[src/rtl/cues_split_sync.sv]
// rtl/cues_split_sync.sv - clocked token splitter: one SEND/ACK input channel steered to branch A or B
//
// Ports:
//   CLK       system clock, all state updates on the rising edge
//   RESETN    asynchronous active-low reset
//   SENDIN    upstream request (asynchronous, synchronized internally)
//   ACKOUT    acknowledge to upstream
//   SELB      steering select when ALTERNATE=0 (1 = branch B), synchronous to CLK
//   SENDOUTA  request to branch A
//   SENDOUTB  request to branch B
//   ACKINA    acknowledge from branch A (asynchronous, synchronized internally)
//   ACKINB    acknowledge from branch B (asynchronous, synchronized internally)
//   CPA/CPB   one-cycle pulse per token delivered to A / B
//   AEBOUT    high while delivered-token counts of A and B are equal
module cues_split_sync #(
    parameter int SYNC_STAGES = 2,
    parameter int CNT_W       = 8,
    parameter int ALTERNATE   = 1
) (
    input  logic CLK,
    input  logic RESETN,
    input  logic SENDIN,
    output logic ACKOUT,
    input  logic SELB,
    output logic SENDOUTA,
    output logic SENDOUTB,
    input  logic ACKINA,
    input  logic ACKINB,
    output logic CPA,
    output logic CPB,
    output logic AEBOUT
);

    localparam logic [1:0] ST_IDLE = 2'd0;
    localparam logic [1:0] ST_FWD  = 2'd1;
    localparam logic [1:0] ST_RTZ  = 2'd2;
    localparam logic [1:0] ST_REL  = 2'd3;

    localparam logic [CNT_W-1:0] CNT_ONE = {{(CNT_W-1){1'b0}}, 1'b1};

    logic [SYNC_STAGES-1:0] sync_send;
    logic [SYNC_STAGES-1:0] sync_acka;
    logic [SYNC_STAGES-1:0] sync_ackb;

    logic sendin_s;
    logic ackina_s;
    logic ackinb_s;

    logic [1:0]       state;
    logic             tgt;      // latched target: 0 = A, 1 = B
    logic             toggle;   // round-robin pointer, A goes first
    logic [CNT_W-1:0] cnt_a;
    logic [CNT_W-1:0] cnt_b;

    logic next_tgt;
    logic ack_t_s;

    always_ff @(posedge CLK or negedge RESETN) begin
        if (!RESETN) begin
            sync_send <= '0;
            sync_acka <= '0;
            sync_ackb <= '0;
        end else begin
            sync_send <= {sync_send[SYNC_STAGES-2:0], SENDIN};
            sync_acka <= {sync_acka[SYNC_STAGES-2:0], ACKINA};
            sync_ackb <= {sync_ackb[SYNC_STAGES-2:0], ACKINB};
        end
    end

    assign sendin_s = sync_send[SYNC_STAGES-1];
    assign ackina_s = sync_acka[SYNC_STAGES-1];
    assign ackinb_s = sync_ackb[SYNC_STAGES-1];

    assign next_tgt = (ALTERNATE != 0) ? toggle : SELB;
    // Only the target branch acknowledge matters once a token is in flight.
    assign ack_t_s  = tgt ? ackinb_s : ackina_s;

    always_ff @(posedge CLK or negedge RESETN) begin
        if (!RESETN) begin
            state    <= ST_IDLE;
            tgt      <= 1'b0;
            toggle   <= 1'b0;
            cnt_a    <= '0;
            cnt_b    <= '0;
            ACKOUT   <= 1'b0;
            SENDOUTA <= 1'b0;
            SENDOUTB <= 1'b0;
            CPA      <= 1'b0;
            CPB      <= 1'b0;
            AEBOUT   <= 1'b1;
        end else begin
            CPA    <= 1'b0;
            CPB    <= 1'b0;
            // Lags any counter change by one cycle.
            AEBOUT <= (cnt_a == cnt_b);
            case (state)
                ST_IDLE: begin
                    // A still-high acknowledge on either branch blocks acceptance.
                    if (sendin_s && !ackina_s && !ackinb_s) begin
                        tgt      <= next_tgt;
                        SENDOUTA <= ~next_tgt;
                        SENDOUTB <= next_tgt;
                        toggle   <= ~toggle;
                        state    <= ST_FWD;
                    end
                end
                ST_FWD: begin
                    if (ack_t_s) begin
                        SENDOUTA <= 1'b0;
                        SENDOUTB <= 1'b0;
                        ACKOUT   <= 1'b1;
                        if (tgt) begin
                            CPB   <= 1'b1;
                            cnt_b <= cnt_b + CNT_ONE;
                        end else begin
                            CPA   <= 1'b1;
                            cnt_a <= cnt_a + CNT_ONE;
                        end
                        state <= ST_RTZ;
                    end
                end
                ST_RTZ: begin
                    if (!sendin_s) begin
                        ACKOUT <= 1'b0;
                        state  <= ST_REL;
                    end
                end
                ST_REL: begin
                    if (!ack_t_s) begin
                        state <= ST_IDLE;
                    end
                end
                default: state <= ST_IDLE;
            endcase
        end
    end

endmodule

[config.mk]
export PLATFORM = sky130hd
export DESIGN_NAME = cues_split_sync
export DESIGN_NICKNAME = d
export VERILOG_FILES = /design/src/rtl/cues_split_sync.sv
export SDC_FILE = /design/constraint.sdc
export NUM_CORES = 1
export LEC_CHECK = 0
export ABC_AREA = 0
export CORE_MARGIN = 5
export CORE_UTILIZATION = 53
export CTS_BUF_LIST = sky130_fd_sc_hd__clkbuf_8
export DETAILED_ROUTE_END_ITERATION = 10
export PLACE_DENSITY = 0.79
export REMOVE_ABC_BUFFERS = 1
export SYNTH_ARGS = -nofsm -noshare
export SYNTH_HDL_FRONTEND = slang
export SYNTH_SLANG_ARGS = --single-unit
export TNS_END_PERCENT = 30
[constraint.sdc]
create_clock -name CLK -period 1.7 [get_ports CLK]
set_input_delay 0.17 -clock CLK [delete_from_list [all_inputs] [get_ports CLK]]
set_output_delay 0.17 -clock CLK [all_outputs]
set_load 0.005 [all_outputs]
* Yosys cells after proc, flatten, opt, wreduce, memory -nomap -nowiden *
Index checks and enable logic that the tools add are counted.

word-level totals
  register bits = 32
  latch bits = 0
  bits in writable memories = 0
  ROM bits = 0
  output and inout port bits = 6
  memories = 0

cells by class
  add/subtract/negate cells = 2
  multipliers = 0
  div/mod/pow operators = 0
  order comparisons = 0
  equal/unequal tests = 8
  shifts and indexed selects = 0
  multiplexer cells = 20
  bitwise logic cells = 2
  reduce and logical (&&, ||, !) cells = 13

operators by type and width
  cell                   count
  $add A8 B1 Y8 const B  2
  $mux W1                12
  $reduce_and A3 Y1      4
  $eq A8 B8 Y1           1
  $mux W2                4
  $ne A2 B2 Y1 const B   4
  $pmux W2 S4            1
  $pmux W1 S2            3
  $eq A2 B2 Y1 const B   2
  $reduce_and A4 Y1      1
  $reduce_bool A2 Y1     2
  $eq A2 B1 Y1 const B   1
  $logic_and A1 B1 Y1    2
  $logic_not A1 Y1       2
  $logic_not A2 Y1       1
  $not A1 Y1             2
  $reduce_and A2 Y1      1

* Logic depth before layout (Yosys ltp) *
  word-level depth = 5
  depth in mapped cells = 7
  mapped depth without buffers = 6

* Least setup slack after synthesis *
Ideal clock, no wire load.

  kind = flip-flop to flip-flop
  from = register state[0]
  to = register state[1]
  library setup time = 125 ps
  data arrival time = 1480 ps
  required time = 1575 ps
  slack = 95 ps
  cell stages (with the launch flop) = 7
  buffers on the path = 0
  cell sequence = dfrtp_1 -> inv_1 -> ha_1 -> or2_2 -> a21oi_1 -> o21ai_2 -> mux2_4

on the way
  cells in the longest elaborated chain, start to end = 3
  elaborated cells between the ends (all ways) = 10

RTL lines
  item                                        RTL line  RTL
  start: declaration                          49        logic [1:0] state;
  start signal: assignment                    80        state <= ST_IDLE;
  start signal: assignment                    104       state <= ST_FWD;
  start signal: assignment                    119       state <= ST_RTZ;
  $eq A2 B2 Y1, or another cell as far along  96        case (state)
  $ne A2 B2 Y1 (no source line)               --
  $reduce_and A4 Y1 (no source line)          --

Several ways; a longest one is shown, not always the timed one.
A chain may end at the register's enable or synchronous reset.

* Worst setup path in the final report *
Ends and elaborated chain as after synthesis.

==> results.json <==
{
  "netlist_instances": 112,
  "stdcell_area_sq_mm": 0.00167,
  "cpPeakStageDelay_ns": 0.38,
  "via_per_inst": 5.28,
  "cp-start-kind": "register",
  "ir_drop_uv": 1200,
  "grt_pass1_wl_microns": 3920,
  "pwr_density_cell_mw_per_mm2": 1540,
  "min_path_type": "in -> async",
  "crit_chain": "inv_1 > ha_2 > or2_2 > a21oi_2 > o21ai_2 > mux2_4",
  "via_count": 866,
  "initial_utilization_pct": 56.2,
  "cp-end-kind": "register",
  "crit_type": "reg -> reg",
  "drive_gt1_share_pct": 17.9,
  "hpwl_microns": 1530,
  "cpMaxStageDelayCell": "dfrtp_1",
  "numCtsBuffers": 5,
  "cp.required_ns": 1.87,
  "fmax_mhz": 606,
  "synth_top_area_share_pct": 55.2,
  "clock_path_buffers": 2,
  "tightestPinTransition_ns": 0.392,
  "final_max_slew_viol_count": 0,
  "num-fill-cells": 185,
  "grt_max_degree": 33,
  "port_buffers": 10,
  "period_share_pct": 97.0,
  "placed_area_sq_mm": 0.00157,
  "drt-pass1-iter-count": 4,
  "wl_met3_microns": 150,
  "num_io_pins": 12,
  "max-slew-margin-rel_pct": 73.8,
  "setup_viol": 0,
  "fin_nets": 145,
  "synthFlopType": "dfrtp_1",
  "p_leak_nw": 0.767,
  "synth.largest_area_cell": "dfrtp_1",
  "drc": 0,
  "layout_min_cycle_time_ns": 1.65,
  "cts.clk_slew.worst_paths_ns": 0.06,
  "synth_cell_type_count": 25,
  "drv_cap": 0,
  "finClkSkew_ns": 0.00779,
  "antenna_cells": 0,
  "status": "completed",
  "row_count": 18,
  "ys_warn_count": 0,
  "coreArea_sq_mm": 0.00250,
  "wl_microns": 2210,
  "area_growth_pct": 18.8,
  "route.met2.wl_microns": 960,
  "cts.sinks": 32,
  "postLayoutCoreUtil_pct": 66.8,
  "root_buffer": "clkbuf_8",
  "grtUsageTotal_pct": 15.1,
  "die_w_microns": 61.5,
  "synth_area_per_cell_sq_um": 12.5,
  "wire_per_inst_microns": 13.5,
  "cp_data_arrival_time_ns": 1.81,
  "setup_slack_ns": 0.0511,
  "yosys-top-cells-area": "dfrtp_1, xnor2_1, ha_1",
  "antenna_found_initial": 0,
  "top_layer_used": "met4",
  "dieHeight_microns": 61.5,
  "overflow": 0,
  "drt-met1-wl_microns": 1040,
  "ff2ff_path_depth": 6,
  "die_area_sq_mm": 0.00378,
  "gp_congestion": 0.823,
  "cts_tree": "done",
  "async_reset_ff_share_pct": 100,
  "pre_cts_ws_ns": -0.00411,
  "ys_ff_latch": 32,
  "rsz0062_at_grt": "false",
  "drtIter0Drc": 16,
  "netlist_area_sq_mm": 0.00141,
  "yosysSeqAreaShare_pct": 57.1,
  "h-tree-depth": 2,
  "grt_pass1_vias": 881,
  "worstSkewPairLatency_ns": 0.29,
  "synth_edf_count": 0,
  "timing.final.hold_violations": 0,
  "final_antenna_net_count": 0,
  "cp_max_fo": 5
}
path summary, 6_finish.rpt:
path                         startpoint      endpoint  slack [ns]
hold reg to reg            sync_ackb[0]  sync_ackb[1]        0.35
min in group CLK                 SENDIN  sync_send[0]        0.32
setup reg to reg               state[0]      state[1]        0.05
hold / removal                   RESETN           tgt        0.28
max in group asynchronous        RESETN        AEBOUT        1.11
setup / recovery               state[0]      state[1]        0.05
metrics by stage:
stage          hold slack (ns)  power (mW)  std cells   TNS, ns
2_1_floorplan           -0.126        1.68        111         0
3_3_place_gp             0.331        1.92        156         0
3_5_place_dp             0.336        1.97        156  -0.00411
4_1_cts                  0.274        2.59        164         0
5_1_grt                  0.302        2.75        164         0
6_report                 0.276        2.57        164         0
where the power goes:
part           switching, mW  internal, mW
combinational          0.351         0.480
sequential             0.189         0.955
clock                  0.269         0.322
cell type report:
cell class                      instances  area (sq um)  share of cell area, %
Sequential cell                        32           802                   48.1
Tap cell                               30          37.5                   2.25
Clock buffer                            6          82.6                   4.95
Inverter                                4          15.0                  0.900
Multi-Input combinational cell         75           583                   34.9
Clock inverter                          2          11.3                  0.675
Timing Repair Buffer                   15           138                   8.25
layer usage:
metal | track usage (%) | vias to the layer above
li1 | - | 419
met1 | 18.6 | 415
met2 | 21.4 | 26
met3 | 7.13 | 6
met4 | 9.09 | 0
met5 | 0 | -
cells in the mapped netlist (2+ instances only):
cell type and n:
dfrtp_1 31, xnor2_1 18, nand3_1 7, ha_1 6, nor2_1 6, nand2_1 5, xor2_1 5, a21oi_1 4
inv_1 4, mux2_2 4, nand4_1 4, and3_1 3, mux2i_1 2, nand3b_1 2
placed cells by master (no fill, tap or decap), drive strengths merged:
master          n
nor3b           1
nand2b          1
and3            3
clkdlybuf4s50  10
xor2            5
mux2i           2
nor2            6
clkinvlp        1
a21oi           4
dfstp           1
mux2            5
nand4           4
nand2           5
o21ai           2
xnor2          18
ha              6
a22oi           1
inv             5
nand3b          2
clkbuf          6
nand3           7
buf             5
or2b            1
or2             1
dfrtp          31
and4            1
critical path: cells and delay by family (launching register included):
kind | cells | cell delay, ns
adders and majority gates | 1 | 0.21
DFF | 1 | 0.38
muxes | 1 | 0.31
and+or+nand+nor | 1 | 0.31
buffers and inverters | 1 | 0.09
AOI/OAI and AO/OA | 2 | 0.24
registers in the layout, indices dropped and copies added (netlist names):
signal	count
SENDOUTB	1
sync_send	2
cnt_b	8
CPA	1
sync_acka	2
sync_ackb	2
tgt	1
ACKOUT	1
AEBOUT	1
SENDOUTA	1
cnt_a	8
CPB	1
state	2
next_tgt	1
what timing repair did:
item                       in CTS  in global routing
setup endpoints to repair       1                  1
gates resized for setup         1                  1
hold buffers                    0                  0
setup buffers                   0                  0
logic make-up after synthesis:
group	after synthesis	synth area share, %
AOI/OAI and AO/OA	7	2.94
xor gates and xnor gates	23	14.3
adders and majority gates	6	5.34
buffers and inverters	5	1.87
DFF	32	57.1
muxes	7	5.70
and+or+nand+nor	32	12.7
No activity file was read; power rests on OpenSTA's default activity.
